--- config.mk ---
export PLATFORM = sky130hd
export DESIGN_NAME = ripemd160
export DESIGN_NICKNAME = d
export VERILOG_FILES = /design/src/rtl/ripemd160_pkg.sv /design/src/rtl/ripemd160_f.sv /design/src/rtl/ripemd160.sv
export SDC_FILE = /design/constraint.sdc
export NUM_CORES = 2
export LEC_CHECK = 0
export CAP_MARGIN = 20
export CORE_UTILIZATION = 40
export CTS_CLUSTER_SIZE = 30
export DETAILED_ROUTE_END_ITERATION = 8
export GPL_ROUTABILITY_DRIVEN = 0
export PLACE_DENSITY = 0.57
export RECOVER_POWER = 25
export SLEW_MARGIN = 20
export SYNTH_ARGS = -nofsm -noshare
export SYNTH_HDL_FRONTEND = slang
export SYNTH_SLANG_ARGS = --single-unit
--- constraint.sdc ---
create_clock -name clk -period 13.3 [get_ports clk]
set_input_delay 1.33 -clock clk [delete_from_list [all_inputs] [get_ports clk]]
set_output_delay 1.33 -clock clk [all_outputs]
set_load 0.02 [all_outputs]
--- src/rtl/ripemd160_pkg.sv ---
// Shared types, constants and index tables for the RIPEMD-160 core.
// Covers the initial chaining values, per-group constants and per-round word/rotate tables.
package ripemd160_pkg;

    typedef enum logic [1:0] {StIdle, StRound, StFinal} state_e;

    typedef struct packed {
        logic [31:0] a;
        logic [31:0] b;
        logic [31:0] c;
        logic [31:0] d;
        logic [31:0] e;
    } line_t;

    localparam logic [31:0] HInit [5] = '{
        32'h67452301, 32'hEFCDAB89, 32'h98BADCFE, 32'h10325476, 32'hC3D2E1F0
    };

    localparam logic [31:0] KLeft [5] = '{
        32'h00000000, 32'h5A827999, 32'h6ED9EBA1, 32'h8F1BBCDC, 32'hA953FD4E
    };

    localparam logic [31:0] KRight [5] = '{
        32'h50A28BE6, 32'h5C4DD124, 32'h6D703EF3, 32'h7A6D76E9, 32'h00000000
    };

    localparam logic [3:0] MsgSelL [80] = '{
        0, 1, 2, 3, 4, 5, 6, 7, 8, 9, 10, 11, 12, 13, 14, 15,
        7, 4, 13, 1, 10, 6, 15, 3, 12, 0, 9, 5, 2, 14, 11, 8,
        3, 10, 14, 4, 9, 15, 8, 1, 2, 7, 0, 6, 13, 11, 5, 12,
        1, 9, 11, 10, 0, 8, 12, 4, 13, 3, 7, 15, 14, 5, 6, 2,
        4, 0, 5, 9, 7, 12, 2, 10, 14, 1, 3, 8, 11, 6, 15, 13
    };

    localparam logic [3:0] MsgSelR [80] = '{
        5, 14, 7, 0, 9, 2, 11, 4, 13, 6, 15, 8, 1, 10, 3, 12,
        6, 11, 3, 7, 0, 13, 5, 10, 14, 15, 8, 12, 4, 9, 1, 2,
        15, 5, 1, 3, 7, 14, 6, 9, 11, 8, 12, 2, 10, 0, 4, 13,
        8, 6, 4, 1, 3, 11, 15, 0, 5, 12, 2, 13, 9, 7, 10, 14,
        12, 15, 10, 4, 1, 5, 8, 7, 6, 2, 13, 14, 0, 3, 9, 11
    };

    localparam logic [3:0] RotL [80] = '{
        11, 14, 15, 12, 5, 8, 7, 9, 11, 13, 14, 15, 6, 7, 9, 8,
        7, 6, 8, 13, 11, 9, 7, 15, 7, 12, 15, 9, 11, 7, 13, 12,
        11, 13, 6, 7, 14, 9, 13, 15, 14, 8, 13, 6, 5, 12, 7, 5,
        11, 12, 14, 15, 14, 15, 9, 8, 9, 14, 5, 6, 8, 6, 5, 12,
        9, 15, 5, 11, 6, 8, 13, 12, 5, 12, 13, 14, 11, 8, 5, 6
    };

    localparam logic [3:0] RotR [80] = '{
        8, 9, 9, 11, 13, 15, 15, 5, 7, 7, 8, 11, 14, 14, 12, 6,
        9, 13, 15, 7, 12, 8, 9, 11, 7, 7, 12, 7, 6, 15, 13, 11,
        9, 7, 15, 11, 8, 6, 6, 14, 12, 13, 5, 14, 13, 13, 7, 5,
        15, 5, 8, 11, 14, 14, 6, 14, 6, 9, 12, 9, 12, 5, 15, 8,
        8, 5, 12, 9, 12, 5, 14, 6, 8, 13, 6, 5, 15, 13, 11, 11
    };

    // Round group j/16 is simply the top three bits of the 7-bit counter.
    function automatic logic [2:0] grp(input logic [6:0] j);
        return j[6:4];
    endfunction

    function automatic logic [31:0] bswap(input logic [31:0] w);
        return {w[7:0], w[15:8], w[23:16], w[31:24]};
    endfunction

endpackage

--- src/rtl/ripemd160_f.sv ---
// RIPEMD-160 boolean round function, selected by round group 0..4.
module ripemd160_f
    import ripemd160_pkg::*;
(
    input  logic [2:0]  sel,
    input  logic [31:0] b,
    input  logic [31:0] c,
    input  logic [31:0] d,
    output logic [31:0] f
);

    always_comb begin
        f = '0;
        unique case (sel)
            3'd0:    f = b ^ c ^ d;
            3'd1:    f = (b & c) | (~b & d);
            3'd2:    f = (b | ~c) ^ d;
            3'd3:    f = (b & d) | (c & ~d);
            3'd4:    f = b ^ (c | ~d);
            default: f = '0;
        endcase
    end

endmodule

--- src/rtl/ripemd160.sv ---
// Iterative RIPEMD-160 of a 32-byte digest: one left and one right round per clock,
// 80 round cycles plus one finalisation cycle.
module ripemd160
    import ripemd160_pkg::*;
(
    input  logic           clk,
    input  logic           rx_reset_n,
    input  logic           rx_start,
    input  logic [255:0]   rx_hash,
    output logic           tx_busy,
    output logic           tx_done,
    output logic [159:0]   tx_hash160
);

    function automatic logic [31:0] rol(input logic [31:0] x, input logic [3:0] s);
        logic [63:0] t;
        t = {x, x} << s;
        return t[63:32];
    endfunction

    state_e       state_q, state_d;
    logic [6:0]   j_q, j_d;
    logic [31:0]  x_q [16];
    logic [31:0]  x_d [16];
    line_t        left_q, left_d, right_q, right_d;
    logic         done_q, done_d;
    logic [159:0] hash_q, hash_d;

    logic [2:0]   grp_l, grp_r;
    logic [31:0]  f_l, f_r, t_l, t_r;
    logic [31:0]  h_new [5];

    assign grp_l = grp(j_q);
    assign grp_r = 3'd4 - grp_l;

    ripemd160_f u_f_left (
        .sel (grp_l),
        .b   (left_q.b),
        .c   (left_q.c),
        .d   (left_q.d),
        .f   (f_l)
    );

    ripemd160_f u_f_right (
        .sel (grp_r),
        .b   (right_q.b),
        .c   (right_q.c),
        .d   (right_q.d),
        .f   (f_r)
    );

    assign t_l = rol(left_q.a + f_l + x_q[MsgSelL[j_q]] + KLeft[grp_l], RotL[j_q]) + left_q.e;
    assign t_r = rol(right_q.a + f_r + x_q[MsgSelR[j_q]] + KRight[grp_l], RotR[j_q])
                 + right_q.e;

    // Single-block message, so the chaining input is always the initial state.
    assign h_new[0] = HInit[1] + left_q.c + right_q.d;
    assign h_new[1] = HInit[2] + left_q.d + right_q.e;
    assign h_new[2] = HInit[3] + left_q.e + right_q.a;
    assign h_new[3] = HInit[4] + left_q.a + right_q.b;
    assign h_new[4] = HInit[0] + left_q.b + right_q.c;

    always_comb begin
        state_d = state_q;
        j_d     = j_q;
        x_d     = x_q;
        left_d  = left_q;
        right_d = right_q;
        done_d  = done_q;
        hash_d  = hash_q;
        unique case (state_q)
            StIdle: begin
                if (rx_start) begin
                    for (int i = 0; i < 8; i++) begin
                        x_d[i] = bswap(rx_hash[255 - 32 * i -: 32]);
                    end
                    x_d[8]  = 32'h00000080;
                    x_d[9]  = '0;
                    x_d[10] = '0;
                    x_d[11] = '0;
                    x_d[12] = '0;
                    x_d[13] = '0;
                    x_d[14] = 32'h00000100;
                    x_d[15] = '0;
                    left_d  = '{a: HInit[0], b: HInit[1], c: HInit[2], d: HInit[3], e: HInit[4]};
                    right_d = left_d;
                    j_d     = '0;
                    done_d  = 1'b0;
                    state_d = StRound;
                end
            end
            StRound: begin
                left_d  = '{a: left_q.e, b: t_l, c: left_q.b, d: rol(left_q.c, 4'd10),
                            e: left_q.d};
                right_d = '{a: right_q.e, b: t_r, c: right_q.b, d: rol(right_q.c, 4'd10),
                            e: right_q.d};
                j_d     = j_q + 7'd1;
                if (j_q == 7'd79) begin
                    state_d = StFinal;
                end
            end
            StFinal: begin
                hash_d  = {bswap(h_new[0]), bswap(h_new[1]), bswap(h_new[2]),
                           bswap(h_new[3]), bswap(h_new[4])};
                done_d  = 1'b1;
                state_d = StIdle;
            end
            default: state_d = StIdle;
        endcase
    end

    always_ff @(posedge clk or negedge rx_reset_n) begin
        if (!rx_reset_n) begin
            state_q <= StIdle;
            j_q     <= '0;
            for (int i = 0; i < 16; i++) begin
                x_q[i] <= '0;
            end
            left_q  <= '0;
            right_q <= '0;
            done_q  <= 1'b0;
            hash_q  <= '0;
        end else begin
            state_q <= state_d;
            j_q     <= j_d;
            x_q     <= x_d;
            left_q  <= left_d;
            right_q <= right_d;
            done_q  <= done_d;
            hash_q  <= hash_d;
        end
    end

    assign tx_busy    = (state_q != StIdle);
    assign tx_done    = done_q;
    assign tx_hash160 = hash_q;

endmodule
==> out/metrics.yaml <==
outcome: "complete, but fails checks"
violations: "max-capacitance violations, max-slew violations"
fin_skew_ns: 0.0749
routed_wl_um: 273000
start_kind: "register"
synth_fp_nets: 8664
cts_setup_buffers: 0
critPathMaxFanout: 40
required_ns: 13.82
postSynth.asyncResetShare_pct: 100
grt_max_degree: 201
initial_core_util_pct: 40.2
final.setup.tns_ns: 0
r2r_slack_ns: 0.70
slew_viol_final: 782
critical_path_class: "register to register"
post-route-util_pct: 46.2
fin_ws_ns: 0.704
grt_overflow: 0
crit_family: "compound AO/OA/AOI/OAI gates"
vias: 60500
wire_per_inst_um: 27.2
grt_pass1_vias: 55700
drc_errors: 0
worstSetupEndpointType: "register"
cts_hold_buf: 0
power.leakage_uw: 0.0331
cts-resized-gates: 0
finalHoldViolCount: 0
min_period_over_period_pct: 94.7
crit_path_end: "left_q[124]$_DFFE_PN0P_"
relSlewSlack_pct: -239
h-tree-depth: 3
drtIter0Drc: 7331
synth_top_family_by_area: "compound AO/OA/AOI/OAI gates"
r2r-start: "j_q[3]$_DFFE_PN0P_"
pin_count: 421
synth_xor_area_share_pct: 4.85
synth_seq_cells: 747
cts_tree: "done"
cpMaxStageDelayCell: "a2111oi_0"
cap_violations: 11
synthAdderAreaFrac_pct: 14.7
power_density_nw_per_um2: 315
startpoint: "j_q[3]$_DFFE_PN0P_"
antenna_found_initial: 23
area_delta_synth_final_pct: 14.7
rsz0062_at_grt: "no"
r2r_end: "left_q[124]$_DFFE_PN0P_"
cp.arrival_ns: 13.12
muxShareOfSynthArea_pct: 3.75
r2r_cells: 40
place_worst_setup_slack_ns: 1.16
clkSlewWorstSetupHoldPaths_ns: 0.07
fp.coreArea_um2: 154000
synthFlopType: "dfrtp_1"
min_period_ns: 12.60
ys_warn_count: 0
dieArea_um2: 156000
clk_latency_ns: 0.75
ys_types: 97
worst_pin_slew_ns: 5.09
grt_pass1_wl_um: 390000
crit_cells: 40
portBuffers: 420
die_h_um: 395
synth_area_um2: 61900
synth_edf_count: 0
rows: 144
worstHoldPathType: "register to register"
hpwl_um: 214000
cts_sinks: 747
setup_viol: 0
grtUsageTotal_pct: 33.9
fmax_mhz: 79.4
yosysSeqAreaShare_pct: 30.2
nets: 8817
fp.dieW_um: 395
synthCells: 7754
drtPass1Iterations: 6
route.antenna.remaining_nets: 0
synth_compound_area_share_pct: 21.8
cts_made_buffers: 90
max_stage_delay_ns: 0.93
ir_drop_mv: 0.672
cp.buffers_inverters: 4
yosys.area_share.simple_pct: 18.1
via_per_inst: 6.03
avgSynthCellArea_um2: 7.99
clk_path_buf_depth: 3
drive_above_1_share_pct: 4.76
clockRootBuffer: "clkbuf_16"
## layout by cell type, fill, tap and decap left out, types with 73 or more instances in the layout
cell type / count
a21o_1: 99
xor2_1: 115
nor3_1: 73
clkbuf_16: 90
a211oi_1: 101
fa_1: 129
a21oi_1: 421
nor2_1: 349
a311oi_1: 99
xnor2_1: 219
a22oi_1: 84
buf_4: 101
inv_1: 584
ha_1: 522
nand2_1: 1562
a31oi_1: 79
clkdlybuf4s50_1: 419
mux2i_1: 177
and2_1: 77
nand3_1: 257
and3_1: 80
dfrtp_1: 745
o21ai_0: 691
## report_power, final
part | internal (uW) | total, uW | leakage [uW] | switching, uW
clock | 1480 | 2580 | 0.00148 | 1110
combinational | 6150 | 16600 | 0.0219 | 10400
sequential | 2650 | 3220 | 0.00968 | 563
total | 10300 | 22400 | 0.0331 | 12100
## worst reg2reg max path: cells and delay by family, from the launching register on
kind | cells | cell delay [ns]
AOI/OAI and AO/OA | 22 | 6.95
xor gates and xnor gates | 2 | 0.35
adders and majority gates | 5 | 1.99
buffers and inverters | 4 | 1.18
DFF | 1 | 0.80
muxes | 1 | 0.15
and+or+nand+nor | 6 | 0.92
## final cells by class
class,count,area [um2]
tap,2044,2560
clock buffer,125,2560
fill,15200,82900
sequential,747,18700
inverter,594,2230
timing repair buffer,540,5200
clock inverter,36,460
antenna,10,25.0
multi-input combinational,5934,39300
## registers in the layout (all words and copies together) (netlist names)
| name | flops |
|---|---|
| j_q | 7 |
| left_q | 160 |
| right_q | 160 |
| state_q | 2 |
| tx_done | 1 |
| tx_hash160 | 160 |
| x_q | 257 |
## cell usage after synthesis, drive strengths merged, types with 25 or more instances
| master | instances | area, um2 |
|---|---|---|
| a211oi | 103 | 783 |
| o22ai | 46 | 288 |
| o21a | 53 | 398 |
| a21oi | 423 | 2120 |
| xor2 | 115 | 1010 |
| nand3 | 257 | 1290 |
| nand2 | 1565 | 5880 |
| and3 | 80 | 500 |
| mux2 | 30 | 338 |
| o211ai | 72 | 541 |
| xnor2 | 221 | 1950 |
| a31oi | 79 | 494 |
| mux2i | 178 | 1780 |
| and2 | 85 | 534 |
| o21ai | 703 | 3520 |
| fa | 129 | 2580 |
| clkbuf | 378 | 1420 |
| buf | 101 | 467 |
| o31ai | 60 | 450 |
| or3 | 25 | 156 |
| a311oi | 102 | 900 |
| a21o | 99 | 743 |
| nand2b | 36 | 225 |
| ha | 522 | 6530 |
| o21bai | 56 | 420 |
| nor2 | 351 | 1320 |
| a221oi | 63 | 552 |
| inv | 591 | 2220 |
| dfrtp | 747 | 18700 |
| nor2b | 60 | 375 |
| nor3 | 76 | 385 |
| a22oi | 84 | 631 |
## kinds of logic (layout without fill, tap and decap cells)
family	count (synthesis)	in the layout
XOR/XNOR	338	338
AND/OR/NAND/NOR	2612	2612
adder cells (fa/ha/maj)	651	651
flip-flops	747	747
other	0	10
buffers and inverters	1073	1295
multiplexers	217	217
AO/OA/AOI/OAI	2116	2116
## through the flow
step	hold WS (ns)	area [um2]	instances	power (uW)
floorplan	0.456	61900	7754	13900
detailed placement	0.464	68000	9859	19200
finish	0.468	71000	10000	22400
global placement	0.462	68000	9859	19000
global route	0.502	71000	10000	23600
CTS	0.476	71000	10000	21900
## worst min path at each step
stage | startpoint | end | slack (ns) | cells after the start
6_report | tx_hash160[125]$_DFFE_PN0P_ | tx_hash160[125]$_DFFE_PN0P_ | 0.47 | 2
5_1_grt | tx_hash160[119]$_DFFE_PN0P_ | tx_hash160[119]$_DFFE_PN0P_ | 0.50 | 2
4_1_cts | tx_hash160[125]$_DFFE_PN0P_ | tx_hash160[125]$_DFFE_PN0P_ | 0.48 | 2
3_5_place_dp | tx_hash160[125]$_DFFE_PN0P_ | tx_hash160[125]$_DFFE_PN0P_ | 0.46 | 2
3_3_place_gp | tx_hash160[125]$_DFFE_PN0P_ | tx_hash160[125]$_DFFE_PN0P_ | 0.46 | 2
2_1_floorplan | x_q[231]$_DFFE_PN0P_ | x_q[231]$_DFFE_PN0P_ | 0.46 | 1
## per-layer routing
layer,part of all wire [%],track usage [%]
met2,41,48.6
met3,11,8.98
met1,40,44.7
met4,7.9,22.3
met5,0.091,0
No activity file was read; power rests on OpenSTA's default activity.
